[src/rtl/lcdg_bus_ctrl_if.sv]
// Request handshake plus LCD pad-side bus for the graphic LCD sequencer.
// The master modport is the graphics engine; the slave modport is lcdg_bus_ctrl.
interface lcdg_bus_ctrl_if;
    logic       req_valid;
    logic       req_ready;
    logic       req_dori;
    logic [1:0] req_cs;
    logic [7:0] req_data;
    logic       init_done;
    logic       busy;
    logic [7:0] db_o;
    logic       dori_o;
    logic       rw_o;
    logic       en_o;
    logic       cs1_o;
    logic       cs2_o;
    logic       rst_o;

    modport master (
        output req_valid, req_dori, req_cs, req_data,
        input  req_ready, init_done, busy,
        input  db_o, dori_o, rw_o, en_o, cs1_o, cs2_o, rst_o
    );

    modport slave (
        input  req_valid, req_dori, req_cs, req_data,
        output req_ready, init_done, busy,
        output db_o, dori_o, rw_o, en_o, cs1_o, cs2_o, rst_o
    );
endinterface

[src/rtl/lcdg_bus_ctrl.sv]
// Write-only sequencer for a dual-controller (CS1/CS2) graphic LCD: power-up, then timed byte writes.
// Define LCDG_CLEAR_ON_INIT_EN to blank all 8 pages x 64 columns after the init commands.
module lcdg_bus_ctrl #(
    parameter int SETUP_CYC = 4,
    parameter int EN_HI_CYC = 25,
    parameter int HOLD_CYC  = 25,
    parameter int RST_CYC   = 50
) (
    input  logic           clk,
    input  logic           rstn,
    lcdg_bus_ctrl_if.slave bus
);

    localparam logic [15:0] SETUP_LD = 16'(SETUP_CYC - 1);
    localparam logic [15:0] EN_LD    = 16'(EN_HI_CYC - 1);
    localparam logic [15:0] HOLD_LD  = 16'(HOLD_CYC - 1);
    localparam logic [15:0] RST_LD   = 16'(RST_CYC - 1);

    typedef enum logic [2:0] {
        S_RST_LO,
        S_RST_WAIT,
        S_INIT,
        S_IDLE,
        S_SETUP,
        S_EN_HI,
        S_HOLD
`ifdef LCDG_CLEAR_ON_INIT_EN
        , S_CLEAR
`endif
    } state_t;

    state_t      state_q;
    state_t      ret_q;       // where HOLD returns once the current write completes
    logic [15:0] cnt_q;
    logic [1:0]  init_step_q;
    logic [7:0]  db_q;
    logic        dori_q;
    logic        cs1_q;
    logic        cs2_q;
    logic        en_q;
    logic        rst_q;
    logic        ready_q;
    logic        done_q;
    logic        busy_q;
`ifdef LCDG_CLEAR_ON_INIT_EN
    logic [2:0]  page_q;
    logic [6:0]  col_q;
    logic [1:0]  clr_phase_q;
    logic        clr_last_q;
`endif

    always_ff @(posedge clk or negedge rstn) begin
        if (!rstn) begin
            state_q     <= S_RST_LO;
            ret_q       <= S_IDLE;
            cnt_q       <= RST_LD;
            init_step_q <= 2'd0;
            db_q        <= 8'h00;
            dori_q      <= 1'b0;
            cs1_q       <= 1'b0;
            cs2_q       <= 1'b0;
            en_q        <= 1'b0;
            rst_q       <= 1'b0;
            ready_q     <= 1'b0;
            done_q      <= 1'b0;
            busy_q      <= 1'b1;
`ifdef LCDG_CLEAR_ON_INIT_EN
            page_q      <= 3'd0;
            col_q       <= 7'd0;
            clr_phase_q <= 2'd0;
            clr_last_q  <= 1'b0;
`endif
        end else begin
            case (state_q)
                S_RST_LO: begin
                    if (cnt_q == 16'd0) begin
                        rst_q   <= 1'b1;
                        cnt_q   <= RST_LD;
                        state_q <= S_RST_WAIT;
                    end else begin
                        cnt_q <= cnt_q - 16'd1;
                    end
                end
                S_RST_WAIT: begin
                    if (cnt_q == 16'd0) begin
                        init_step_q <= 2'd0;
                        state_q     <= S_INIT;
                    end else begin
                        cnt_q <= cnt_q - 16'd1;
                    end
                end
                S_INIT: begin
                    // One dispatch cycle per init command; step 2 means both are done.
                    if (init_step_q != 2'd2) begin
                        db_q        <= (init_step_q == 2'd0) ? 8'h3F : 8'hC0;
                        dori_q      <= 1'b0;
                        cs1_q       <= 1'b1;
                        cs2_q       <= 1'b1;
                        cnt_q       <= SETUP_LD;
                        ret_q       <= S_INIT;
                        state_q     <= S_SETUP;
                        init_step_q <= init_step_q + 2'd1;
                    end else begin
`ifdef LCDG_CLEAR_ON_INIT_EN
                        page_q      <= 3'd0;
                        col_q       <= 7'd0;
                        clr_phase_q <= 2'd0;
                        clr_last_q  <= 1'b0;
                        state_q     <= S_CLEAR;
`else
                        done_q  <= 1'b1;
                        ready_q <= 1'b1;
                        busy_q  <= 1'b0;
                        state_q <= S_IDLE;
`endif
                    end
                end
                S_IDLE: begin
                    // A request with no chip selected is consumed without touching the bus.
                    if (bus.req_valid && ready_q && (bus.req_cs != 2'b00)) begin
                        db_q    <= bus.req_data;
                        dori_q  <= bus.req_dori;
                        cs1_q   <= bus.req_cs[0];
                        cs2_q   <= bus.req_cs[1];
                        cnt_q   <= SETUP_LD;
                        ret_q   <= S_IDLE;
                        ready_q <= 1'b0;
                        busy_q  <= 1'b1;
                        state_q <= S_SETUP;
                    end
                end
                S_SETUP: begin
                    if (cnt_q == 16'd0) begin
                        en_q    <= 1'b1;
                        cnt_q   <= EN_LD;
                        state_q <= S_EN_HI;
                    end else begin
                        cnt_q <= cnt_q - 16'd1;
                    end
                end
                S_EN_HI: begin
                    if (cnt_q == 16'd0) begin
                        en_q    <= 1'b0;
                        cnt_q   <= HOLD_LD;
                        state_q <= S_HOLD;
                    end else begin
                        cnt_q <= cnt_q - 16'd1;
                    end
                end
                S_HOLD: begin
                    if (cnt_q == 16'd0) begin
                        cs1_q   <= 1'b0;
                        cs2_q   <= 1'b0;
                        state_q <= ret_q;
                        if (ret_q == S_IDLE) begin
                            ready_q <= 1'b1;
                            busy_q  <= 1'b0;
                        end
                    end else begin
                        cnt_q <= cnt_q - 16'd1;
                    end
                end
`ifdef LCDG_CLEAR_ON_INIT_EN
                S_CLEAR: begin
                    if (clr_last_q) begin
                        done_q  <= 1'b1;
                        ready_q <= 1'b1;
                        busy_q  <= 1'b0;
                        state_q <= S_IDLE;
                    end else begin
                        case (clr_phase_q)
                            2'd0: begin
                                db_q        <= 8'hB8 | {5'd0, page_q};
                                dori_q      <= 1'b0;
                                clr_phase_q <= 2'd1;
                            end
                            2'd1: begin
                                db_q        <= 8'h40;
                                dori_q      <= 1'b0;
                                clr_phase_q <= 2'd2;
                            end
                            default: begin
                                db_q   <= 8'h00;
                                dori_q <= 1'b1;
                                if (col_q == 7'd63) begin
                                    col_q       <= 7'd0;
                                    clr_phase_q <= 2'd0;
                                    page_q      <= page_q + 3'd1;
                                    clr_last_q  <= (page_q == 3'd7);
                                end else begin
                                    col_q <= col_q + 7'd1;
                                end
                            end
                        endcase
                        cs1_q   <= 1'b1;
                        cs2_q   <= 1'b1;
                        cnt_q   <= SETUP_LD;
                        ret_q   <= S_CLEAR;
                        state_q <= S_SETUP;
                    end
                end
`endif
                default: state_q <= S_RST_LO;
            endcase
        end
    end

    assign bus.req_ready = ready_q;
    assign bus.init_done = done_q;
    assign bus.busy      = busy_q;
    assign bus.db_o      = db_q;
    assign bus.dori_o    = dori_q;
    assign bus.rw_o      = 1'b0;
    assign bus.en_o      = en_q;
    assign bus.cs1_o     = cs1_q;
    assign bus.cs2_o     = cs2_q;
    assign bus.rst_o     = rst_q;

endmodule

[src/flat_wrapper.sv]
// flat-port wrapper written by rule: the top's interface ports become plain ports
module lcdg_bus_ctrl_flat 
#(
    parameter int SETUP_CYC = 4,
    parameter int EN_HI_CYC = 25,
    parameter int HOLD_CYC  = 25,
    parameter int RST_CYC   = 50
)
  (clk, rstn, bus_req_valid, bus_req_dori, bus_req_cs, bus_req_data, bus_req_ready, bus_init_done, bus_busy, bus_db_o, bus_dori_o, bus_rw_o, bus_en_o, bus_cs1_o, bus_cs2_o, bus_rst_o);
  lcdg_bus_ctrl_if bus_i ();
  input  logic clk;
  input  logic rstn;
  input wire logic [$bits(bus_i.req_valid)-1:0] bus_req_valid;
  input wire logic [$bits(bus_i.req_dori)-1:0] bus_req_dori;
  input wire logic [$bits(bus_i.req_cs)-1:0] bus_req_cs;
  input wire logic [$bits(bus_i.req_data)-1:0] bus_req_data;
  output wire logic [$bits(bus_i.req_ready)-1:0] bus_req_ready;
  output wire logic [$bits(bus_i.init_done)-1:0] bus_init_done;
  output wire logic [$bits(bus_i.busy)-1:0] bus_busy;
  output wire logic [$bits(bus_i.db_o)-1:0] bus_db_o;
  output wire logic [$bits(bus_i.dori_o)-1:0] bus_dori_o;
  output wire logic [$bits(bus_i.rw_o)-1:0] bus_rw_o;
  output wire logic [$bits(bus_i.en_o)-1:0] bus_en_o;
  output wire logic [$bits(bus_i.cs1_o)-1:0] bus_cs1_o;
  output wire logic [$bits(bus_i.cs2_o)-1:0] bus_cs2_o;
  output wire logic [$bits(bus_i.rst_o)-1:0] bus_rst_o;
  assign bus_i.req_valid = bus_req_valid;
  assign bus_i.req_dori = bus_req_dori;
  assign bus_i.req_cs = bus_req_cs;
  assign bus_i.req_data = bus_req_data;
  assign bus_req_ready = bus_i.req_ready;
  assign bus_init_done = bus_i.init_done;
  assign bus_busy = bus_i.busy;
  assign bus_db_o = bus_i.db_o;
  assign bus_dori_o = bus_i.dori_o;
  assign bus_rw_o = bus_i.rw_o;
  assign bus_en_o = bus_i.en_o;
  assign bus_cs1_o = bus_i.cs1_o;
  assign bus_cs2_o = bus_i.cs2_o;
  assign bus_rst_o = bus_i.rst_o;
  lcdg_bus_ctrl #(.SETUP_CYC(SETUP_CYC), .EN_HI_CYC(EN_HI_CYC), .HOLD_CYC(HOLD_CYC), .RST_CYC(RST_CYC)) u_core (.clk(clk), .rstn(rstn), .bus(bus_i));
endmodule
[config.mk]
export PLATFORM = sky130hd
export DESIGN_NAME = lcdg_bus_ctrl_flat
export DESIGN_NICKNAME = d
export VERILOG_FILES = /design/src/rtl/lcdg_bus_ctrl_if.sv /design/src/rtl/lcdg_bus_ctrl.sv /design/src/flat_wrapper.sv
export SDC_FILE = /design/constraint.sdc
export NUM_CORES = 1
export LEC_CHECK = 0
export CORE_ASPECT_RATIO = 0.9
export CORE_MARGIN = 4
export CORE_UTILIZATION = 40
export DETAILED_ROUTE_END_ITERATION = 7
export SLEW_MARGIN = 30
export SYNTH_ARGS = -nofsm -noshare
export SYNTH_HDL_FRONTEND = slang
export SYNTH_SLANG_ARGS = --single-unit
[constraint.sdc]
create_clock -name clk -period 3.1 [get_ports clk]
set_input_delay 0.62 -clock clk [delete_from_list [all_inputs] [get_ports clk]]
set_output_delay 0.62 -clock clk [all_outputs]
set_load 0.005 [all_outputs]
# Yosys cells after proc, flatten, opt, wreduce, memory -nomap -nowiden
# Index checks and enable logic that the tools add are counted.
# word_totals
inputBits,14
elab_cells,101
reg_bits,40
out_inout_bits,17
# op_classes
n_reduce_logical,22
bitwise_logic,1
addsub,2
eq_ne,18
n_mux,45
# ops
op,n
2-to-1 mux 16 bit,5
one-hot mux 16 bit (5 select lines),1
2-to-1 mux 3 bit,9
2-to-1 mux 8 bit,3
one-hot mux 3 bit (7 select lines),1
logical NOT 16 bit,1
"!= test 2 x 1 -> 1 bit, second input constant",8
one-hot mux 8 bit (2 select lines),1
"subtractor 16 x 1 -> 16 bit, second input constant",1
2-to-1 mux 1 bit,15
one-hot mux 1 bit (3 select lines),4
"equality test 3 x 2 -> 1 bit, second input constant",3
"equality test 3 bit, second input constant",3
AND reduction 3 bit,3
AND reduction 4 bit,2
nonzero test 2 bit,4
"!= test 2 bit, second input constant",3
one-hot mux 3 bit (2 select lines),1
AND reduction 6 bit,1
AND reduction 5 bit,1
nonzero test 5 bit,1
2-to-1 mux 2 bit,2
one-hot mux 1 bit (2 select lines),2
one-hot mux 2 bit (2 select lines),1
9 further kinds,12

# Logic depth before layout (Yosys ltp)
# logic_depth
ltp_word,4
depth_mapped,9
mapped_depth_nobuf,7

# Least setup slack after synthesis
# No wires, ideal clock.
# synth_timing
path_kind,flip-flop to flip-flop
startpoint,register u_core.cnt_q[1]
endpoint,register u_core.en_q (netlist: u_core.bus.en_o)
period_less_slack_ps,2032
t_arrival_ps,1908
path_slack_ps,1068
n_path_buf,1
stages_incl_launch_ff,8
setup_ps,125
t_required_ps,2975
path_cell_list,dfrtp_1 inv_1 ha_1 nor4b_2 and4_1 buf_2 and3_1 mux2_2
# synth_between
elab_chain_len,3
word_cells_on_any_way,4
classes_between,2 x eq/ne; 2 x reduce/logical
# synth_lines
item,line,rtl
from (decl),lcdg_bus_ctrl.sv:34,logic [15:0] cnt_q;
from (signal assigned),lcdg_bus_ctrl.sv:81,cnt_q <= cnt_q - 16'd1;
from (signal assigned),lcdg_bus_ctrl.sv:89,cnt_q <= cnt_q - 16'd1;
from (signal assigned),lcdg_bus_ctrl.sv:138,cnt_q <= cnt_q - 16'd1;
logical NOT 16 bit *,"lcdg_bus_ctrl.sv:133, lcdg_bus_ctrl.sv:142",
!= test 2 x 1 -> 1 bit (no source line),--,
AND reduction 3 bit (no source line) *,--,
to (signal assigned),lcdg_bus_ctrl.sv:62,en_q <= 1'b0;
to (signal assigned),lcdg_bus_ctrl.sv:134,en_q <= 1'b1;
to (signal assigned),lcdg_bus_ctrl.sv:143,en_q <= 1'b0;
to (decl),lcdg_bus_ctrl.sv:40,logic en_q;
# Every way passes the cells marked *; elsewhere a longest branch is shown, timed or not.
# A chain may end at the register's enable or synchronous reset.

# Worst setup path in the final report
# layout_timing
startpoint,register u_core.cnt_q[1]
endpoint,register u_core.cnt_q[15]
# layout_between
elab_chain_len,3
word_cells_on_any_way,8
classes_between,1 x add/sub; 1 x eq/ne; 4 x mux; 2 x reduce/logical
# layout_lines
item,line
subtractor 16 x 1 -> 16 bit / logical NOT 16 bit (equally long branches),--
"2-to-1 mux 16 bit, or another cell as far along","lcdg_bus_ctrl.sv:85, lcdg_bus_ctrl.sv:151"
one-hot mux 16 bit (5 select lines) / AND reduction 4 bit (equally long branches),--
# Several ways; a longest one is shown, not always the timed one. The select of a mux whose other input is x is not followed.

==> results.md <==
* Synthesized flop and latch total at 38
* Layout area overhead at 17.8%
* Sw frac at 0.218
* RSZ-0062 raised after global routing: no
* Logic pwr share at 0.036
* Outcome: completed
* Critical path class: reg -> reg
* Buffers on Ports at 29
* Gpl congestion at 0.753
* Die Wd at 87.0 um
* Ys async rst share at 1.00
* Post-synth EDFFs at 0
* Slew HR at 0.462
* Dominant cell type by area after synthesis: dfrtp_1
* WP data arrival at 2720 ps
* Fmax at 0.391 GHz
* Longest Clk Path Bufs at 2
* Starting Density at 0.420
* Largest net degree at the start of global routing at 39
* Hold Vio Cnt, Final at 0
* Vias per cell at 5.67
* Max-cap violations at 0
* P_int at 672 uW
* Clock buffer count from CTS at 5
* Worst hold path type: in -> async
* CTS Hold Bufs at 0
* CORE AREA at 5350 sq um
* Top_reg_cell synth: dfrtp_1
* Clock sink total at 38
* Nets at 284
* Share of layout cells above drive strength 1 at 0.112
* Synth unique cells at 61
* PnR worst setup slack at 544 ps
* Skew-Pair Late Insertion Delay at 290 ps
* # IOs at 31
* Slowest library cell on the worst path: o211ai_2
* Sw Pwr at 187 uW
* Final worst path period need at 2560 ps
* Initial antenna violation count at 0
* Dpl ws at 363 ps
* Mean post-synth cell area at 9.29 sq um
* Post-synthesis sequential area ratio at 0.426
* Setup bufs post-CTS at 0
* Final Max Slew Viols at 0
* Ratio of final minimum period to clock period at 0.825
* Mapped Area at 2250 sq um
* Worst Setup Start Kind: register
* Total number of vias at 1898
* Die area at 6880 sq um
* VDD IR max at 0.000124 V
* CTS tree: built
* YS warnings at 0
* Reg power frac at 0.577
* Post-synthesis net count at 259
* First-pass GRT wire length at 8.94 mm
* Required @ worst endpoint at 3260 ps
* Total negative slack at 0 ps
* Final routed DRC violation total at 0
* Wirelength per Cell at 15.4 um
* Worst-case clock skew at 7.18 ps
* H-tree Lvls at 2
* Starting DRT DRC Count at 135
* CTS clk-pin slew, worst paths at 70 ps
* Root Buffer: clkbuf_8
* Most frequent cell after synthesis: dfrtp_1
* Total track usage at 0.165
* Total iterations of the first detailed-routing run at 4
* Leak pwr at 1.09 nW
* Post-DRT Antenna Nets at 0
* WL final at 5.18 mm
* CP Capture Type: register
* Clock power frac at 0.387
* Post_cts resized at 0
* Vias in the first global route at 1837
* Cells along the critical path: inv_1 -> ha_1 -> nor4b_2 -> nand4_4 -> o211ai_2 -> nor4_1 -> mux2i_1
* PD cells at 325 nW/um^2
* Synth Instances at 242
* Final setup vio count at 0
* DPL Wire Length at 3.54 mm
* Top cells by area, synth: dfrtp_1 (37%), dfstp_2 (5.8%), a21oi_1 (5.8%)
* Fillers at 531
* Actual slew at the worst max-slew pin at 805 ps
* Die Y at 79.1 um
* Rows at 25
* Synth top cells by count: dfrtp_1 (33), a21oi_1 (26), nor2_1 (17)
* Ant diodes at 0
* Total gr overflow at 0
* Critical path peak fanout at 21
* Share of the synthesized area in the top cell type at 0.367
* Slowest cell delay on critical path at 730 ps
[power groups by stage]
stage,combinational [mW],clock (mW),sequential (mW)
final,0.0311,0.332,0.496
after global routing,0.0348,0.361,0.495
after CTS,0.0319,0.339,0.496
after detailed placement,0.0316,0,0.505
after global placement,0.0320,0,0.505
after floorplan,0.00403,0,0.505
[kinds of logic (layout without fill, tap and decap cells)]
kind of cell / after synthesis / count (layout) / synth area share
muxes: 5 / 5 / 0.0239
other: 1 / 1 / 0.00167
buffers and inverters: 27 / 53 / 0.0601
DFF: 38 / 38 / 0.426
and+or+nand+nor: 75 / 75 / 0.199
AOI/OAI and AO/OA: 92 / 92 / 0.269
xor gates and xnor gates: 1 / 1 / 0.00390
adders and majority gates: 3 / 3 / 0.0167
[per-layer routing]
metal	track usage	vias to the layer above	wire length, um
met1	0.243	899	2650
li1	-	950	-
met3	0.0342	8	231
met2	0.232	41	2210
met4	0.0701	0	85
met5	0	-	0
[registers in the layout, summed over array words and instances, names as in the netlist]
signal                cells
u_core.bus.req_ready      1
u_core.bus.init_done      1
u_core.bus.busy           1
u_core.bus.en_o           1
u_core.state_q            3
u_core.bus.dori_o         1
u_core.bus.cs2_o          1
u_core.ret_q              1
u_core.cnt_q             16
u_core.bus.rst_o          1
u_core.bus.cs1_o          1
u_core.init_step_q        2
u_core.bus.db_o           8
[cell type report]
cell class,instances,area (sq um),area share
multi-input combinational,177,1150,0.436
timing repair buffer,35,333,0.126
clock buffer,8,80.1,0.0303
inverter,10,37.5,0.0142
sequential,38,957,0.362
tap,67,83.8,0.0317
[cells in the final DEF, fill, tap and decap left out, types with 6 or more instances in the layout]
master and instances:
nor2_1 17, a31oi_1 11, nand2_1 13, buf_4 7, clkdlybuf4s50_1 28, dfrtp_1 33
a21oi_1 26, o31ai_1 6, inv_1 10, nand2b_1 8, o21ai_0 15, nor3_1 7
[through the flow]
stage | power [mW] | cells | hold WS (ps) | utilization | area, sq um
after floorplan | 0.509 | 242 | 324 | - | 2250
after global placement | 0.537 | 327 | 460 | 0.479 | 2560
after detailed placement | 0.537 | 327 | 461 | 0.479 | 2560
after CTS | 0.866 | 335 | 467 | 0.494 | 2640
after global routing | 0.892 | 335 | 325 | 0.495 | 2650
final | 0.859 | 335 | 282 | 0.495 | 2650
[critical path, delay by kind of cell, from the launching register on]
family                     cells  cell delay (ps)
AOI/OAI and AO/OA              1              730
adders and majority gates      1              230
buffers and inverters          1               70
DFF                            1              420
muxes                          1              150
and+or+nand+nor                3              820
[final timing paths]
| kind | cells past startpoint | slack (ps) | end | from |
|---|---|---|---|---|
| worst max-delay path | 7 | 540 | u_core.cnt_q[15] | u_core.cnt_q[1] |
| worst min-delay path | 1 | 280 | u_core.cnt_q[14] | rstn |
| worst max register to register | 7 | 540 | u_core.cnt_q[15] | u_core.cnt_q[1] |
| worst min register to register | 1 | 480 | u_core.bus.init_done | u_core.bus.init_done |
| max in group asynchronous | 1 | 2450 | u_core.cnt_q[4] | rstn |
| min in group clk | 1 | 480 | u_core.bus.init_done | u_core.bus.init_done |
Note: power is estimated with default switching activity, not from simulation.
==> RTL edit 1: new RTL, same flow settings <==
The option `LCDG_CLEAR_ON_INIT_EN` is turned on by a define.
--- a/src/rtl/lcdg_bus_ctrl.sv
+++ b/src/rtl/lcdg_bus_ctrl.sv
@@ -1,5 +1,7 @@
 // Write-only sequencer for a dual-controller (CS1/CS2) graphic LCD: power-up, then timed byte writes.
 // Define LCDG_CLEAR_ON_INIT_EN to blank all 8 pages x 64 columns after the init commands.
+`define LCDG_CLEAR_ON_INIT_EN
+
 module lcdg_bus_ctrl #(
     parameter int SETUP_CYC = 4,
     parameter int EN_HI_CYC = 25,
Check against the original RTL: same outputs for any inputs over 10 cycles, from zero or initial values and one cycle with rstn low; that may be too few to reach the edited logic, so the function may still have changed.
==> RTL edit 1 against the original RTL <==
Total power up 26%. Wire length is 35% higher. Count of clock-buffer cells in the layout is 1 lower. Worst setup slack got worse by 110 ps. Die area up 27%. Clock power grew 14%. Sequential cell count up 14. Design area is 28% higher. Sequential share of layout area rose by 2.3 points. Area after synthesis up 30%.
==> RTL edit 1: results (changes against the original RTL) <==
clock_tree:
  cts_setup_buffers: 0  # unchanged
  clk-insertion-delay-late_ps: 310  # was 290 ps
  htree_levels: 2  # unchanged
  path_clk_slew_ps: 90  # was 70 ps
cells_and_area:
  nFillCells: 692  # was 531
  drive_gt1_frac: 0.0962  # was 0.112
  stdcell_count: 436  # was 335
  nets: 362  # was 284
worst_setup_path:
  cp-endpoint: "u_core.cnt_q[5]$_DFFE_PN1P_"  # was u_core.cnt_q[15]$_DFFE_PN0P_
  cp-startpoint: "u_core.cnt_q[0]$_DFFE_PN1P_"  # was u_core.cnt_q[1]$_DFFE_PN0P_
  crit_fanout: 8  # was 21
  worstPathArrival_ps: 2900  # was 2720 ps
  ff2ff_path_depth: 7  # unchanged
  cpPeakStageDelay_ps: 610  # was 730 ps
  r2r_setup_slack_ps: 430  # was 540 ps
  slowest_stage: "or4_1"  # was o211ai_2
power:
  power.leakage_nw: 1.47  # was 1.09 nW
  switching_share: 0.216  # was 0.218
  ir_worst_vdd_uv: 173  # was 124 uV
synth:
  synth_common_cells: "47 x dfrtp_1, 34 x nand2_1, 34 x o21ai_0, 24 x a21oi_1, 18 x nor2_1"  # was 33 x dfrtp_1, 26 x a21oi_1, 17 x nor2_1, 15 x o21ai_0, 13 x nand2_1
  synth.top_cells.by_area: "dfrtp_1 40%, o21ai_0 5.8%, dfstp_2 4.5%, nand2_1 4.4%, a21oi_1 4.1%"  # was dfrtp_1 37%, dfstp_2 5.8%, a21oi_1 5.8%, o21ai_0 3.3%, a31oi_1 3.1%
  synth_cell_types: 54  # was 61
  syn_nets: 334  # was 259
  synth_compound_area_frac: 0.260  # was 0.269
  syn_avg_cell_area_sq_um: 9.30  # was 9.29 sq um
  ys_seq_area_frac: 0.448  # was 0.426
  muxShareOfSynthArea: 0.0150  # was 0.0239
  synthAdderAreaFrac: 0.0257  # was 0.0167
  synth_xor_area_frac: 0.00600  # was 0.00390
global_routing:
  antenna_found_initial: 0  # unchanged
  grt_pass1_vias: 2378  # was 1837
  grt_pass1_wl_mm: 12.1  # was 8.94 mm
  grt_usage: 0.173  # was 0.165
  grt_max_degree: 33  # was 39
routing:
  drtIter0Drc: 132  # was 135
  wire_per_inst_um: 16.1  # was 15.4 um
  routed_via_density: 5.73  # was 5.67
  drt_pass1_iterations: 4  # unchanged
place:
  dp.cells: 428  # was 327
  dpl_cell_area_sq_mm: 0.00331  # was 0.00256 sq mm
  dp_hpwl_mm: 4.98  # was 3.54 mm
  dp_slack_ps: 371  # was 363 ps
  gp_congestion: 0.838  # was 0.753
timing:
  finalCriticalPeriod_ps: 2670  # was 2560 ps
  finalClockSkew_ps: 11.4  # was 7.18 ps
  max-slew-margin-rel: 0.603  # was 0.462
outcome:
  outcome: "finished, final reports clean"  # unchanged
min_path:
  hold_path_class: "in2async"  # unchanged
RTL edit 1: changes by cell type after synthesis, moves of 4 or more:
cell / before / now
a221oi_1: 0 / 5
a22o_1: 1 / 5
a31oi_1: 11 / 3
clkbuf_1: 7 / 12
dfrtp_1: 33 / 47
nand2_1: 13 / 34
nand3_1: 1 / 5
nor2b_1: 5 / 0
o21ai_0: 15 / 34
o31ai_1: 6 / 11
or3_1: 4 / 11
or4_1: 4 / 9
RTL edit 1: worst min path at each step:
stage,from,slack (ps),to
floorplan,rstn,320,u_core.bus.cs1_o$_DFFE_PN0P_
global placement,u_core.bus.rst_o$_DFFE_PN0P_,440,u_core.bus.rst_o$_DFFE_PN0P_
detailed placement,u_core.bus.rst_o$_DFFE_PN0P_,450,u_core.bus.rst_o$_DFFE_PN0P_
CTS,rstn,260,u_core.bus.en_o$_DFFE_PN0P_
global route,rstn,260,u_core.bus.en_o$_DFFE_PN0P_
finish,rstn,250,u_core.bus.en_o$_DFFE_PN0P_
RTL edit 1: layout make-up:
type / instances / area [sq um] / area share
clock inverter: 1 / 5.00 / 0.00147
timing repair buffer: 39 / 360 / 0.106
sequential: 52 / 1310 / 0.385
multi-input combinational: 233 / 1490 / 0.438
tap: 93 / 116 / 0.0343
clock buffer: 7 / 76.3 / 0.0225
inverter: 11 / 41.3 / 0.0122
RTL edit 1: power by group through the flow:
stage | clock (mW) | combinational, mW | sequential (mW)
2_1_floorplan | 0 | 0.00124 | 0.691
3_3_place_gp | 0 | 0.0320 | 0.691
3_5_place_dp | 0 | 0.0316 | 0.691
4_1_cts | 0.398 | 0.0315 | 0.678
5_1_grt | 0.435 | 0.0344 | 0.678
6_report | 0.379 | 0.0302 | 0.678
RTL edit 1: kinds of logic after synthesis:
family                     Yosys count
other                                1
AOI/OAI and AO/OA                  111
DFF                                 52
muxes                                4
xor gates and xnor gates             2
buffers and inverters               29
and+or+nand+nor                    109
adders and majority gates            6
RTL edit 1: worst reg2reg max path, delay by kind of cell (launching register included):
family / cells / cell delay, ps
AND/OR/NAND/NOR: 3 / 1340
adder cells (fa/ha/maj): 1 / 190
buffers and inverters: 1 / 90
AO/OA/AOI/OAI: 2 / 580
flip-flops: 1 / 390
RTL edit 1: routing by layer:
metal | vias up | wire, um | track usage
li1 | 1230 | - | -
met1 | 1198 | 3580 | 0.248
met2 | 64 | 3110 | 0.268
met3 | 7 | 250 | 0.0406
met4 | 0 | 73 | 0.0377
met5 | - | 0 | 0
==> RTL edit 2: new RTL, config.mk and constraints unchanged <==
Made on the original files. Re-encode `state_t` (7 states) as one-hot, 7 bits wide.
--- a/src/rtl/lcdg_bus_ctrl.sv
+++ b/src/rtl/lcdg_bus_ctrl.sv
@@ -16,14 +16,14 @@
     localparam logic [15:0] HOLD_LD  = 16'(HOLD_CYC - 1);
     localparam logic [15:0] RST_LD   = 16'(RST_CYC - 1);
 
-    typedef enum logic [2:0] {
-        S_RST_LO,
-        S_RST_WAIT,
-        S_INIT,
-        S_IDLE,
-        S_SETUP,
-        S_EN_HI,
-        S_HOLD
+    typedef enum logic [6:0] {
+        S_RST_LO   = 7'b0000001,
+        S_RST_WAIT = 7'b0000010,
+        S_INIT     = 7'b0000100,
+        S_IDLE     = 7'b0001000,
+        S_SETUP    = 7'b0010000,
+        S_EN_HI    = 7'b0100000,
+        S_HOLD     = 7'b1000000
 `ifdef LCDG_CLEAR_ON_INIT_EN
         , S_CLEAR
 `endif
Formal check against the unedited RTL: same outputs for any inputs over 10 cycles, from zero or initial values and one cycle with rstn low; not proved beyond that.
==> RTL edit 2 against the original RTL <==
First-iteration DRC count shrank 33%. Area after synthesis grew 15%. Worst setup slack gained 31 ps. Wire length grew 18%. Non-clock buffer count grew 2. Sequential cell count grew 5. Total power grew 22%. Design area grew 17%. Die area grew 13%. Sequential power grew 13%.
==> RTL edit 2: results (changes against the original RTL) <==
outcome:
  outcome: "finished, final reports clean"  # unchanged
synth:
  synth_cell_types: 64  # was 61
  ys_seq_area_frac: 0.419  # was 0.426
  synth_common_cells: "37 x dfrtp_1, 23 x nand2_1, 22 x o21ai_0, 21 x a21oi_1, 19 x nor2_1"  # was 33 x dfrtp_1, 26 x a21oi_1, 17 x nor2_1, 15 x o21ai_0, 13 x nand2_1
  syn_inst: 279  # was 242
  synth_xor_area_frac: 0.0136  # was 0.00390
  syn_nets: 297  # was 259
  synth_compound_area_frac: 0.240  # was 0.269
  synth_edf_count: 0  # unchanged
  synthAdderAreaFrac: 0.0194  # was 0.0167
  synth.top_cells.by_area: "dfrtp_1 36%, dfstp_2 6.1%, o21ai_0 4.3%, a21oi_1 4.1%, nand2_1 3.3%"  # was dfrtp_1 37%, dfstp_2 5.8%, a21oi_1 5.8%, o21ai_0 3.3%, a31oi_1 3.1%
clock_tree:
  path_clk_slew_ps: 80
  postCtsResizedCells: 0  # unchanged
  htree_levels: 2  # unchanged
place:
  gp_congestion: 0.866  # was 0.753
  dpl_cell_area_sq_mm: 0.00297  # was 0.00256 sq mm
  dp.cells: 387  # was 327
  dp_slack_ps: 302  # was 363 ps
  dp_hpwl_mm: 4.46  # was 3.54 mm
power:
  power.leakage_nw: 1.19  # was 1.09 nW
  powerComb_mw: 0.0306  # was 0.0311 mW
  ir_worst_vdd_uv: 145  # was 124 uV
  p_comb_frac: 0.029  # was 0.036
  seqPwrFrac: 0.537  # was 0.577
cells_and_area:
  drive_gt1_frac: 0.127  # was 0.112
  top_register: "u_core.cnt_q"  # unchanged
  stdcell_count: 395  # was 335
  nFillCells: 584  # was 531
  nets: 325  # was 284
routing:
  drtIter0Drc: 90  # was 135
  drt_pass1_iterations: 4  # unchanged
  vias: 2183  # was 1898
timing:
  finalClockSkew_ps: 6.18  # was 7.18 ps
  max-slew-margin-rel: 0.509  # was 0.462
global_routing:
  grt_pass1_wl_mm: 10.5  # was 8.94 mm
  grt_pass1_vias: 2100  # was 1837
  grt_max_degree: 44  # was 39
  grt_usage: 0.164  # was 0.165
worst_setup_path:
  crit_fanout: 17  # was 21
  cpPeakStageDelay_ps: 610  # was 730 ps
  slowest_stage: "or4_4"  # was o211ai_2
  worstPathArrival_ps: 2700  # was 2720 ps
[RTL edit 2: cell types whose count changed in the layout (fill, tap and decap cells not counted), moves of 3 or more]
cell	before	now
nand3_1	1	7
a21oi_1	26	21
or4_1	4	8
nand2_1	13	23
dfrtp_1	33	37
nor4_1	2	9
xor2_1	0	3
o211ai_1	2	5
a31oi_1	11	4
clkbuf_1	3	0
o21ai_0	15	22
nand2b_1	8	3
[RTL edit 2: layout make-up]
type / instances / area share
Multi-Input combinational cell: 210 / 0.450
Tap cell: 87 / 0.0353
Clock inverter: 2 / 0.0114
Clock buffer: 6 / 0.0268
Inverter: 10 / 0.0122
Sequential cell: 43 / 0.351
Timing Repair Buffer: 37 / 0.113
[RTL edit 2: layer usage]
metal | GRT usage | up-vias | routed length (um)
li1 | - | 1101 | -
met1 | 0.251 | 1043 | 3210
met2 | 0.240 | 34 | 2670
met3 | 0.0296 | 5 | 180
met4 | 0.0346 | 0 | 43
met5 | 0 | - | 0
[RTL edit 2: final timing paths]
| kind | endpoint | depth (start not counted) | from | slack (ps) |
|---|---|---|---|---|
| max | u_core.state_q[5]$_DFFE_PN0P_ | 5 | u_core.state_q[5]$_DFFE_PN0P_ | 580 |
| min in group clk | u_core.init_step_q[0]$_DFFE_PN0P_ | 1 | u_core.init_step_q[0]$_DFFE_PN0P_ | 480 |
| max in group asynchronous | u_core.ret_q[3]$_DFFE_PN1P_ | 1 | rstn | 2400 |
| min reg2reg | u_core.init_step_q[0]$_DFFE_PN0P_ | 1 | u_core.init_step_q[0]$_DFFE_PN0P_ | 480 |
| max reg2reg | u_core.state_q[5]$_DFFE_PN0P_ | 5 | u_core.state_q[5]$_DFFE_PN0P_ | 580 |
| min | u_core.cnt_q[1]$_DFFE_PN0P_ | 1 | rstn | 310 |
